$ cat src/rtl/polaris_uart_tl.sv
// TL-UL register responder for the polaris_uart_ip FIFO/control interface.
// Optional interrupt support is compiled in with `define POLARIS_UART_IRQ_EN (adds irq_o and IE @0x10).
module polaris_uart_tl #(
  parameter int unsigned TL_SID_W   = 4,
  parameter int unsigned TL_AW      = 32,
  parameter logic [11:0] RESET_BAUD = 12'd434
) (
  input  logic                uart_clk_i,
  input  logic                uart_rst_i,
  // TL-UL channel A
  input  logic                a_valid,
  output logic                a_ready,
  input  logic [2:0]          a_opcode,
  input  logic [3:0]          a_size,
  input  logic [TL_SID_W-1:0] a_source,
  input  logic [TL_AW-1:0]    a_address,
  input  logic [3:0]          a_mask,
  input  logic [31:0]         a_data,
  // TL-UL channel D
  output logic                d_valid,
  input  logic                d_ready,
  output logic [2:0]          d_opcode,
  output logic [3:0]          d_size,
  output logic [TL_SID_W-1:0] d_source,
  output logic                d_denied,
  output logic [31:0]         d_data,
  // UART FIFO side
  output logic                tx_fifo_en_o,
  output logic [7:0]          tx_fifo_en_data_o,
  output logic                rx_fifo_de_o,
  input  logic [7:0]          rx_fifo_de_data_i,
  input  logic                tx_fifo_full_i,
  input  logic                tx_fifo_empty_i,
  input  logic                rx_fifo_full_i,
  input  logic                rx_fifo_empty_i,
  // UART configuration
  output logic [11:0]         clktobaudrate_o,
  output logic                tx_en_o,
  output logic                rx_en_o
`ifdef POLARIS_UART_IRQ_EN
  ,
  output logic                irq_o
`endif
);

  localparam logic [2:0] OP_PUT_FULL    = 3'd0;
  localparam logic [2:0] OP_PUT_PARTIAL = 3'd1;
  localparam logic [2:0] OP_GET         = 3'd4;
  localparam logic [2:0] D_ACK          = 3'd0;
  localparam logic [2:0] D_ACK_DATA     = 3'd1;

  typedef enum logic [2:0] {
    REG_TXDATA = 3'd0,
    REG_RXDATA = 3'd1,
    REG_STATUS = 3'd2,
    REG_CTRL   = 3'd3,
    REG_IE     = 3'd4
  } reg_idx_e;

  typedef enum logic [1:0] {
    ST_IDLE,
    ST_RXPOP,
    ST_RESP
  } state_e;

  state_e                state_q;
  logic                  a_ready_q;
  logic                  d_valid_q;
  logic [2:0]            d_opcode_q;
  logic [3:0]            d_size_q;
  logic [TL_SID_W-1:0]   d_source_q;
  logic                  d_denied_q;
  logic [31:0]           d_data_q;
  logic [11:0]           baud_q;
  logic                  tx_en_q;
  logic                  rx_en_q;

  reg_idx_e              reg_idx;
  logic                  accept;
  logic                  is_get;
  logic                  is_put;
  logic                  rsp_denied;
  logic [31:0]           rsp_data;
  logic [2:0]            rsp_opcode;
  logic                  push;
  logic                  pop;
  logic                  ctrl_wr;
  logic                  ie_wr;

`ifdef POLARIS_UART_IRQ_EN
  logic [1:0]            ie_q;
  logic                  irq_q;
`endif

  assign reg_idx = reg_idx_e'(a_address[4:2]);
  // Upper address bits belong to the interconnect decode; only lanes that map to fields are used.
  logic unused_bits;
  assign unused_bits = ^{a_address[TL_AW-1:5], a_address[1:0], a_data[31:18], a_data[15:12], a_mask[3]};

  // Request decode; strobes fire combinationally in the acceptance cycle.
  always_comb begin
    // NOTE: every output of this block gets a default first so no latch is inferred on untaken paths.
    accept     = a_valid & a_ready_q & ~uart_rst_i;
    is_get     = (a_opcode == OP_GET);
    is_put     = (a_opcode == OP_PUT_FULL) | (a_opcode == OP_PUT_PARTIAL);
    rsp_opcode = is_get ? D_ACK_DATA : D_ACK;
    rsp_denied = 1'b0;
    rsp_data   = 32'h0;
    push       = 1'b0;
    pop        = 1'b0;
    ctrl_wr    = 1'b0;
    ie_wr      = 1'b0;
    if (!(is_get | is_put)) begin
      rsp_denied = 1'b1;
    end else begin
      case (reg_idx)
        REG_TXDATA: begin
          if (is_put && a_mask[0]) begin
            if (tx_fifo_full_i) rsp_denied = 1'b1;
            else                push       = 1'b1;
          end
        end
        REG_RXDATA: begin
          if (is_get) begin
            if (!rx_fifo_empty_i) pop      = 1'b1;
            else                  rsp_data = 32'h8000_0000;
          end
        end
        REG_STATUS: begin
          if (is_get) rsp_data = {28'h0, rx_fifo_empty_i, rx_fifo_full_i, tx_fifo_empty_i, tx_fifo_full_i};
        end
        REG_CTRL: begin
          if (is_get) rsp_data = {14'h0, rx_en_q, tx_en_q, 4'h0, baud_q};
          else        ctrl_wr  = 1'b1;
        end
`ifdef POLARIS_UART_IRQ_EN
        REG_IE: begin
          if (is_get) rsp_data = {30'h0, ie_q};
          else        ie_wr    = 1'b1;
        end
`endif
        default: rsp_denied = 1'b1;
      endcase
    end
  end

  assign tx_fifo_en_o      = accept & push;
  assign tx_fifo_en_data_o = a_data[7:0];
  assign rx_fifo_de_o      = accept & pop;

  always_ff @(posedge uart_clk_i) begin
    if (uart_rst_i) begin
      state_q    <= ST_IDLE;
      a_ready_q  <= 1'b0;
      d_valid_q  <= 1'b0;
      d_opcode_q <= D_ACK;
      d_size_q   <= 4'h0;
      d_source_q <= '0;
      d_denied_q <= 1'b0;
      d_data_q   <= 32'h0;
      baud_q     <= RESET_BAUD;
      tx_en_q    <= 1'b0;
      rx_en_q    <= 1'b0;
`ifdef POLARIS_UART_IRQ_EN
      ie_q       <= 2'b00;
      irq_q      <= 1'b0;
`endif
    end else begin
      // NOTE: non-blocking assignments keep every register reading pre-edge values, independent of statement order.
      case (state_q)
        ST_IDLE: begin
          a_ready_q <= 1'b1;
          if (accept) begin
            a_ready_q  <= 1'b0;
            d_opcode_q <= rsp_opcode;
            d_size_q   <= a_size;
            d_source_q <= a_source;
            d_denied_q <= rsp_denied;
            d_data_q   <= rsp_data;
            if (pop) begin
              state_q <= ST_RXPOP;
            end else begin
              state_q   <= ST_RESP;
              d_valid_q <= 1'b1;
            end
            if (ctrl_wr) begin
              if (a_mask[0]) baud_q[7:0]  <= a_data[7:0];
              if (a_mask[1]) baud_q[11:8] <= a_data[11:8];
              if (a_mask[2]) begin
                tx_en_q <= a_data[16];
                rx_en_q <= a_data[17];
              end
            end
`ifdef POLARIS_UART_IRQ_EN
            if (ie_wr && a_mask[0]) ie_q <= a_data[1:0];
`endif
          end
        end
        ST_RXPOP: begin
          // FIFO read data is registered, so the popped byte is valid only now.
          d_data_q  <= {24'h0, rx_fifo_de_data_i};
          d_valid_q <= 1'b1;
          state_q   <= ST_RESP;
        end
        ST_RESP: begin
          if (d_ready) begin
            d_valid_q <= 1'b0;
            a_ready_q <= 1'b1;
            state_q   <= ST_IDLE;
          end
        end
        default: state_q <= ST_IDLE;
      endcase
`ifdef POLARIS_UART_IRQ_EN
      irq_q <= (ie_q[0] & ~rx_fifo_empty_i) | (ie_q[1] & tx_fifo_empty_i);
`endif
    end
  end

  assign a_ready         = a_ready_q;
  assign d_valid         = d_valid_q;
  assign d_opcode        = d_opcode_q;
  assign d_size          = d_size_q;
  assign d_source        = d_source_q;
  assign d_denied        = d_denied_q;
  assign d_data          = d_data_q;
  assign clktobaudrate_o = baud_q;
  assign tx_en_o         = tx_en_q;
  assign rx_en_o         = rx_en_q;
`ifdef POLARIS_UART_IRQ_EN
  assign irq_o           = irq_q;
`endif

endmodule

$ cat config.mk
export PLATFORM = sky130hd
export DESIGN_NAME = polaris_uart_tl
export DESIGN_NICKNAME = d
export VERILOG_FILES = /design/src/rtl/polaris_uart_tl.sv
export SDC_FILE = /design/constraint.sdc
export NUM_CORES = 1
export LEC_CHECK = 0
export BUFFER_PORTS_ARGS = -buffer_cell sky130_fd_sc_hd__buf_4
export CAP_MARGIN = 10
export CORE_UTILIZATION = 35
export DETAILED_ROUTE_END_ITERATION = 12
export PLACE_DENSITY = 0.83
export SETUP_SLACK_MARGIN = 0.4
export SLEW_MARGIN = 15
export SYNTH_ARGS = -nofsm -noshare
export SYNTH_HDL_FRONTEND = slang
export SYNTH_SLANG_ARGS = --single-unit
$ cat constraint.sdc
create_clock -name uart_clk_i -period 2.1 [get_ports uart_clk_i]
set_input_delay 0.42 -clock uart_clk_i [delete_from_list [all_inputs] [get_ports uart_clk_i]]
set_output_delay 0.42 -clock uart_clk_i [all_outputs]
set_load 0.02 [all_outputs]
### Word-level counts from Yosys, hierarchy flattened

Cells that the tools add are included.

| cells by class | value |
|---|---|
| bitwise operators | 7 |
| equality and inequality tests | 10 |
| mux-type cells | 35 |
| reductions and logical operators | 16 |

Operator list:

| operator | number |
|---|---|
| $mux W32 | 4 |
| $pmux W32 S3 | 1 |
| $pmux W32 S2 | 1 |
| $mux W1 | 20 |
| $mux W18 | 1 |
| $reduce_and A4 Y1 | 4 |
| $reduce_and A2 Y1 | 4 |
| $eq A3 B1 Y1 const B | 2 |
| $eq A3 B2 Y1 const B | 2 |
| $logic_not A3 Y1 | 2 |
| $mux W2 | 3 |
| $ne A2 B2 Y1 const B | 3 |
| $pmux W2 S3 | 1 |
| $and A1 B1 Y1 | 4 |
| $mux W4 | 1 |
| $pmux W1 S2 | 2 |
| $reduce_bool A2 Y1 | 2 |
| $eq A3 B3 Y1 const B | 1 |
| $pmux W1 S3 | 1 |
| $reduce_bool A3 Y1 | 1 |
| $reduce_or A3 Y1 | 1 |
| $eq A2 B1 Y1 const B | 1 |
| $eq A2 B2 Y1 const B | 1 |
| $logic_not A2 Y1 | 1 |
| 3 further kinds | 4 |

| word-level totals | value |
|---|---|
| input port bits | 95 |
| register bits after elaboration | 62 |

### Logic depth before layout (Yosys ltp)

Gate-level depths: netlist of the first run.

| depth | value |
|---|---|
| depth after elaboration | 7 |
| mapped depth | 8 |
| mapped depth without buffers | 6 |

### Worst setup path before layout of the first run

Ideal clock, no wire load.

| path | value |
|---|---|
| path type | input to output |
| start | input port a_opcode[0] |
| end | output port rx_fifo_de_o |
| stages | 4 |
| data arrival time | 2.100 ns |
| required time | 1.680 ns |
| slack | -0.420 ns |
| cells stage by stage | or4b_1 -> buf_2 -> or4b_4 -> nor3_1 |

| on the way | value |
|---|---|
| longest elaborated chain between the ends | 5 |

Ends and longest elaborated chain:

| item | line | text |
|---|---|---|
| start, declared | 13 | `input logic [2:0] a_opcode,` |
| $eq A3 B3 Y1 (tied with other cells) | 104 | `is_get = (a_opcode == OP_GET);` |
| $mux W1 or $or A1 B1 Y1 (tied branches) | 124, 105 |  |
| $mux W1 or $or A1 B1 Y1 (tied branches) | 116, 113 |  |
| $mux W1 (*) | 113 | `if (!(is_get \| is_put)) begin` |
| $and A1 B1 Y1 (*) | 149 | `assign rx_fifo_de_o = accept & pop;` |
| end, declared | 30 | `output logic rx_fifo_de_o,` |

Mark *: on every way between the ends. The rest lies on a longest branch, timed or not.

### Final worst setup path of the first run

Same ends and word-level chain as after synthesis.

==> run_results.csv, run 1 <==
group,metric,value,unit
run_status,status,"finished, violations left",
run_status,failed_checks,"negative setup slack",
hold_path,class_of_the_most_critical_hold_timing_path,"primary input to flop",
yosys,number_of_cells_produced_by_synthesis,231,
sta,worst_hold_slack,328,ps
sta,timing_hold_violations_final,0,
yosys,seq_area_frac_synth,41.3,%
clock_tree,htree_depth,2,
setup_path,crit-reg2reg-capture,"d_data[17]",
power,p_switching,581,uW
floorplan,core_area,0.00561,mm2
power,power_switching_share,28.5,%
setup_path,cp-start-kind,"primary input",
clock_tree,cts_hold_buffers,0,
setup_path,worst-setup-path-type,"primary input to output pin",
floorplan,ioPinCount,165,
yosys,ys_seq_elements,43,
yosys,synthDominantAreaCellType,"sky130_fd_sc_hd__dfxtp_1",
placement,placed_cell_area,0.00288,mm2
detailed_routing,routed-via-count,2028,
floorplan,die-height,79.1,um
power,share_seq_of_total_power,43.0,%
global_routing,grt_start_max_net_pins,25,
global_routing,global_route.usage.total,18.5,%
sta,period_share,109,%
clock_tree,clk_transition_reported_paths,80,ps
clock_tree,cts_tree,"built",
final_layout,final_net_count,439,
setup_path,crit_path_end_kind,"output pin",
setup_path,worst_endpoint_required_time,1680,ps
flow_run,cap_violations,0,
power,static-leakage-power,0.00142,uW
yosys,synthesis.area_per_instance,9.01,um2
detailed_routing,route.detailed.vias_per_inst,4.90,
detailed_routing,routedWlPerCell,14.2,um
power,pwr-share-comb,24.1,%
clock_tree,clock_sinks,43,
placement,placement.setup.worst_slack,-214,ps
sta,final.min_clock_period,2300,ps
global_routing,grt_pass1_wl,8890,um
final_layout,finalInstanceArea,0.00320,mm2
power,clockPowerShare,32.9,%
yosys,yosysWarnings,0,
sta,final.setup.tns,-375,ps
clock_tree,clock_tree.root_cell,"sky130_fd_sc_hd__clkbuf_8",
sta,post-route-worst-setup-slack,-195,ps
sta,grt_setup_unrepaired,"yes",
setup_path,reg2reg_depth,6,
yosys,area_fraction_of_the_dominant_cell_type_after_synthesis,41.3,%
sta,setup-violations-final,3,
final_layout,drive_gt1_share,45.6,%
yosys,ys_top_cells_by_count,"sky130_fd_sc_hd__dfxtp_1 (43), sky130_fd_sc_hd__buf_4 (28), sky130_fd_sc_hd__nor2_1 (21)",
setup_path,crit_arrival,1880,ps
yosys,yosysMostFrequentCell,"sky130_fd_sc_hd__dfxtp_1",
placement,port_buffers,97,
floorplan,initial_core_util,37.1,%
yosys,syn-cell-area,0.00208,mm2
yosys,yosysUniqueCellTypes,43,
final_layout,area_growth_syn_to_layout,53.9,%
global_routing,grt_total_ovfl,0,
sta,maximum_clock_frequency,0.436,GHz
clock_tree,insertion_delay,300,ps
floorplan,dieWidth,79.1,um
setup_path,crit_fanout,2,
global_routing,grt_antenna_before_repair,0,
setup_path,crit_end,"rx_fifo_de_o",
power,power_density,637,mW/mm2
sta,report.final.slew_viol_count,0,
yosys,synth_top_cells_by_area,"sky130_fd_sc_hd__dfxtp_1 (41%), sky130_fd_sc_hd__buf_4 (10%), sky130_fd_sc_hd__mux2i_1 (6.7%), sky130_fd_sc_hd__nor2_1 (3.8%), sky130_fd_sc_hd__nand2_1 (3.4%)",
clock_tree,max-clock-path-buffers,2,
power,internal_power,1460,uW
detailed_routing,detailedRoute.firstIterationViolations,81,
floorplan,std_cell_rows,27,
detailed_routing,drt-total-wl,5890,um
power,power.ir.vdd_worst,0.000332,V
clock_tree,cts_made_buffers,5,
final_layout,antenna_cells_inserted,0,
yosys,postSynth.asyncResetShare,0,%
setup_path,worst-r2r-setup-slack,430,ps
detailed_routing,route.antenna.remaining_nets,0,
yosys,synth_enable_flop_cells,0,
floorplan,floorplan.die_area,0.00626,mm2
sta,worst_clock_skew,6.76,ps
detailed_routing,drt-pass1-iter-count,4,
setup_path,worst_r2r_startpoint,"state_q[1]",
global_routing,grt_pass1_vias,1894,
placement,placed_wire_length_estimate_after_detailed_placement,3980,um
final_layout,layout.filler_cells,505,
detailed_routing,drc,0,
placement,gp_routability_congestion,0.797,
setup_path,crit_path_start,"a_opcode[0]",
yosys,synthFlopType,"sky130_fd_sc_hd__dfxtp_1",
## repair_timing
item / 4_1_cts / 5_1_grt
endpoints found under the hold margin: 0 / 0
pin swaps: 10 / 6
setup endpoints to repair: 19 / 19
setup buffers: 9 / 0
resized for setup: 18 / 13
cloned: 1 / 1
## cells in the final DEF (no fill, tap or decap), types with 2 or more instances in the layout
cell type and instances:
sky130_fd_sc_hd__dfxtp_2 3, sky130_fd_sc_hd__a21oi_1 11, sky130_fd_sc_hd__and2_1 4, sky130_fd_sc_hd__nor2b_1 6, sky130_fd_sc_hd__nor4_4 2, sky130_fd_sc_hd__a221o_1 4
sky130_fd_sc_hd__a22o_1 6, sky130_fd_sc_hd__conb_1 19, sky130_fd_sc_hd__mux2i_1 13, sky130_fd_sc_hd__nand4b_1 2, sky130_fd_sc_hd__buf_4 107, sky130_fd_sc_hd__or4b_4 2
sky130_fd_sc_hd__a211o_1 4, sky130_fd_sc_hd__nor3_1 9, sky130_fd_sc_hd__buf_6 15, sky130_fd_sc_hd__a211oi_1 6, sky130_fd_sc_hd__inv_2 2, sky130_fd_sc_hd__dfxtp_1 40
sky130_fd_sc_hd__ha_1 2, sky130_fd_sc_hd__clkbuf_8 6, sky130_fd_sc_hd__nor2_1 20, sky130_fd_sc_hd__nand2b_1 3, sky130_fd_sc_hd__nand3_1 2, sky130_fd_sc_hd__nor3_4 2
sky130_fd_sc_hd__inv_1 4, sky130_fd_sc_hd__nand2_1 18
## flip-flops by register name, summed over array words and instances, names as in the netlist
name and cells:
a_ready 1, d_source 4, d_valid 1, state_q 2, d_size 4, clktobaudrate_o 12
d_data 15, rx_en_o 1, d_denied 1, tx_en_o 1, d_opcode 1
## per-layer routing
| metal | up-vias | global-route usage [%] | part of all wire [%] |
|---|---|---|---|
| li1 | 988 | - | - |
| met1 | 944 | 20.0 | 40 |
| met2 | 82 | 33.6 | 51 |
| met3 | 14 | 5.29 | 6.3 |
| met4 | 0 | 7.27 | 2.2 |
| met5 | - | 0 | 0 |
## critical path: stages
cell	delay, ps
sky130_fd_sc_hd__buf_6	90
sky130_fd_sc_hd__or4b_4	540
sky130_fd_sc_hd__or4b_4	530
sky130_fd_sc_hd__nor3_4	150
sky130_fd_sc_hd__buf_6	140
## worst min-delay path by stage
stage	startpoint	slack (ps)	cells after the start	to
final	a_data[5]	330	2	clktobaudrate_o[5]
after global routing	a_data[8]	310	2	clktobaudrate_o[8]
after floorplan	state_q[1]	490	2	state_q[1]
after detailed placement	d_size[2]	450	2	d_size[2]
after CTS	a_data[8]	320	2	clktobaudrate_o[8]
after global placement	d_opcode[0]	440	2	d_opcode[0]
## final cells by class
type                       instances  area, um2  area share, %
tap                               72       90.1           2.81
sequential                        43        865           27.0
clock buffer                       6       82.6           2.58
inverter                           6       22.5          0.703
multi-input combinational        163       1140           35.5
clock inverter                     2       35.0           1.09
timing repair buffer             122        972           30.3
## through the flow
step	total power, uW	cells	util [%]
global route	2140	414	57.1
global placement	1320	395	51.3
floorplan	1190	249	-
detailed placement	1330	395	51.3
finish	2040	414	57.1
CTS	2020	413	55.9
## power by group through the flow
stage,logic (uW),registers (uW),clock network [uW]
floorplan,256,930,0
global placement,425,895,0
detailed placement,433,896,0
CTS,459,875,689
global route,532,882,730
finish,492,878,671
## cell families (layout without fill, tap and decap cells)
kind of cell / after synthesis / count (layout) / synth area share [%]
compound gates: 41 / 41 / 14.5
fa+ha+maj: 3 / 3 / 1.80
buf+inv: 44 / 136 / 13.8
flops: 43 / 43 / 41.3
mux: 15 / 15 / 7.27
other cells: 1 / 19 / 0.180
simple gates: 84 / 85 / 21.2
(Power assumes the default switching activity.)
==> run 2, diff against run 1 <==
Settings changed: ABC_AREA set to 1, CORE_UTILIZATION 35 to 36, SETUP_SLACK_MARGIN 0.4 to unset.
==> run 2 against run 1 <==
  * The run now ends clean
  * Worst setup slack better by 430 ps
  * Critical path depth down 1
  * Global-route usage down 1.1 points
  * Synthesized cell count rose by 26%
  * Worst hold slack improved by 49 ps
  * Sequential share of layout area increased by 2.4 points
  * Largest cell class unchanged
==> run_results.csv, run 2 <==
group,metric,value,unit
yosys,synthFlopType,"sky130_fd_sc_hd__dfxtp_1",
yosys,postSynth.asyncResetShare,0,%
clock_tree,insertion_delay,290,ps
setup_path,crit_path_end_kind,"output pin",
placement,placed_wire_length_estimate_after_detailed_placement,4250,um
flow_run,cap_violations,0,
floorplan,floorplan.die_area,0.00641,mm2
clock_tree,postCtsSetupBuffers,0,
global_routing,grt_pass1_wl,8600,um
clock_tree,htree_depth,2,
global_routing,grt_pass1_vias,1938,
setup_path,worst_endpoint_required_time,1680,ps
yosys,syn-cell-area,0.00219,mm2
yosys,synth_top_cells_by_area,"sky130_fd_sc_hd__dfxtp_1 (39%), sky130_fd_sc_hd__nand2_1 (9.4%), sky130_fd_sc_hd__buf_4 (9.2%), sky130_fd_sc_hd__a21oi_1 (8.9%), sky130_fd_sc_hd__nand3_1 (7.3%)",
detailed_routing,route.antenna.remaining_nets,0,
final_layout,layoutNonFillerInstCount,457,
setup_path,worst-setup-path-type,"flop to output pin",
setup_path,reg2reg_depth,7,
yosys,synthDominantAreaCellType,"sky130_fd_sc_hd__dfxtp_1",
setup_path,crit_arrival,1440,ps
yosys,yosysWarnings,0,
final_layout,most_common_cell_after_layout_fill_and_taps_aside,"sky130_fd_sc_hd__buf_4",
floorplan,core_area,0.00589,mm2
setup_path,timing.critical_path.cells,"nand3_2 > nor2_4 > and3_1 > buf_4",
setup_path,crit_path_start,"a_ready",
final_layout,most-common-layout-cells,"sky130_fd_sc_hd__buf_4 (100), sky130_fd_sc_hd__nand2_1 (55), sky130_fd_sc_hd__dfxtp_1 (43)",
yosys,yosysUniqueCellTypes,29,
floorplan,dieWidth,80.1,um
sta,setup-violations-final,0,
final_layout,area_growth_syn_to_layout,33.5,%
setup_path,cpMaxStageDelayCell,"sky130_fd_sc_hd__dfxtp_1",
setup_path,worst_r2r_startpoint,"state_q[0]",
sta,maximum_clock_frequency,0.537,GHz
power,static-leakage-power,0.00134,uW
sta,report.final.slew_viol_count,0,
placement,placed_cell_area,0.00284,mm2
global_routing,grt_start_max_net_pins,28,
sta,final.min_clock_period,1860,ps
setup_path,crit_cells,4,
global_routing,global_route.usage.met1,19.9,%
yosys,ys_seq_elements,43,
sta,timing_hold_violations_final,0,
run_status,status,"complete, no violations",
placement,port_buffers,97,
final_layout,finalInstanceArea,0.00293,mm2
final_layout,final_net_count,479,
final_layout,largest_reg_flops,15,
detailed_routing,routed-via-count,2205,
detailed_routing,detailedRoute.firstIterationViolations,113,
setup_path,crit_end,"tx_fifo_en_o",
placement,post_place_cells,449,
final_layout,antenna_cells_inserted,0,
sta,grt_setup_unrepaired,"no",
global_routing,met2_usage,31.4,%
setup_path,path_buf_inv,1,
detailed_routing,routedWlPerCell,12.4,um
setup_path,cp-start-kind,"flop",
hold_path,class_of_the_most_critical_hold_timing_path,"primary input to flop",
yosys,ys_top_cells_by_count,"sky130_fd_sc_hd__nand2_1 (55), sky130_fd_sc_hd__dfxtp_1 (43), sky130_fd_sc_hd__a21oi_1 (39)",
power,power.ir.vdd_worst,0.000359,V
setup_path,crit-reg2reg-capture,"clktobaudrate_o[0]",
sta,period_share,88.7,%
setup_path,worst-r2r-setup-slack,270,ps
clock_tree,cts_tree,"built",
floorplan,std_cell_rows,28,
setup_path,cp_slowest_stage_delay,410,ps
clock_tree,clock_sinks,43,
placement,gp_routability_congestion,0.827,
final_layout,drive_gt1_share,32.5,%
global_routing,grt_util_met3,4.32,%
sta,final.setup.tns,0,ps
global_routing,grt_antenna_before_repair,0,
setup_path,cp_top_family,"simple AND/OR/NAND/NOR gates",
detailed_routing,drt-total-wl,5660,um
global_routing,grt_total_ovfl,0,
hold_path,min-delay-start,"a_data[6]",
detailed_routing,drc,0,
global_routing,globalRoute.busiestLayer,"met2",
placement,placement.setup.worst_slack,259,ps
yosys,yosysMostFrequentCell,"sky130_fd_sc_hd__nand2_1",
clock_tree,max-clock-path-buffers,2,
global_routing,global_route.usage.total,17.4,%
clock_tree,clock_tree.root_cell,"sky130_fd_sc_hd__clkbuf_8",
detailed_routing,route.detailed.vias_per_inst,4.82,
sta,worst_hold_slack,378,ps
floorplan,ioPinCount,165,
clock_tree,clk_transition_reported_paths,90,ps
setup_path,crit_fanout,7,
clock_tree,cts_resized,0,
yosys,seq_area_frac_synth,39.2,%
yosys,area_fraction_of_the_dominant_cell_type_after_synthesis,39.2,%
sta,worst_clock_skew,7.86,ps
yosys,synthesis.area_per_instance,7.52,um2
yosys,number_of_cells_produced_by_synthesis,292,
detailed_routing,drt-pass1-iter-count,4,
clock_tree,cts_made_buffers,5,
floorplan,die-height,80.1,um
floorplan,initial_core_util,37.3,%
yosys,synth_enable_flop_cells,0,
power,power_density,621,mW/mm2
clock_tree,cts_hold_buffers,0,
sta,post-route-worst-setup-slack,238,ps
run 2: changes by cell type in the layout (fill, tap and decap cells not counted), moves of 7 or more:
cell / previous run / this run
sky130_fd_sc_hd__buf_4: 107 / 100
sky130_fd_sc_hd__mux2i_1: 13 / 0
sky130_fd_sc_hd__nand3_1: 2 / 32
sky130_fd_sc_hd__inv_1: 4 / 23
sky130_fd_sc_hd__nand2_1: 18 / 55
sky130_fd_sc_hd__a21oi_1: 11 / 39
sky130_fd_sc_hd__nor2_1: 20 / 13
sky130_fd_sc_hd__nor3_1: 9 / 2
sky130_fd_sc_hd__buf_6: 15 / 0
sky130_fd_sc_hd__o21ai_0: 0 / 12
run 2: report_power, final:
part	internal, uW	switching, uW
sequential	849	22.2
combinational	165	263
clock	233	286
total	1250	572
run 2: kinds of logic (layout without fill, tap and decap cells):
logic type / count (synthesis) / after routing / synth area share, %
other cells: 1 / 19 / 0.171
simple gates: 122 / 122 / 27.8
buf+inv: 63 / 135 / 16.8
flops: 43 / 43 / 39.2
compound gates: 60 / 60 / 14.3
fa+ha+maj: 3 / 3 / 1.71
run 2: worst min path at each step:
stage | to | slack (ps) | cells after the start
floorplan | state_q[0] | 460 | 2
global placement | d_source[3] | 450 | 2
detailed placement | d_size[0] | 460 | 2
CTS | d_size[3] | 370 | 3
global route | clktobaudrate_o[7] | 380 | 3
finish | clktobaudrate_o[6] | 380 | 3
run 2: cell type report:
type / instances / area [um2]
Multi-Input combinational cell: 204 / 1030
Clock inverter: 2 / 12.5
Timing Repair Buffer: 100 / 751
Fill cell: 585 / 2960
Tap cell: 75 / 93.8
Inverter: 27 / 106
Clock buffer: 6 / 72.6
Sequential cell: 43 / 861
run 2: stage by stage:
step / total power [uW] / utilization, %
2_1_floorplan: 1180 / -
3_3_place_gp: 1300 / 48.3
3_5_place_dp: 1320 / 48.3
4_1_cts: 1840 / 49.8
5_1_grt: 1910 / 49.8
6_report: 1820 / 49.8
run 2: layer usage:
layer  vias to the layer above  wire [um]  share of wire (%)
met2                        83       2870                 51
li1                       1099          -                  -
met1                      1014       2340                 41
met5                         -          0                  0
met3                         9        376                6.6
met4                         0         74                1.3
run 2: worst min-delay path, delay by kind of cell:
kind                   cells  cell delay (ps)
buffers and inverters      1               90
AO/OA/AOI/OAI              1               60
AND/OR/NAND/NOR            1               70
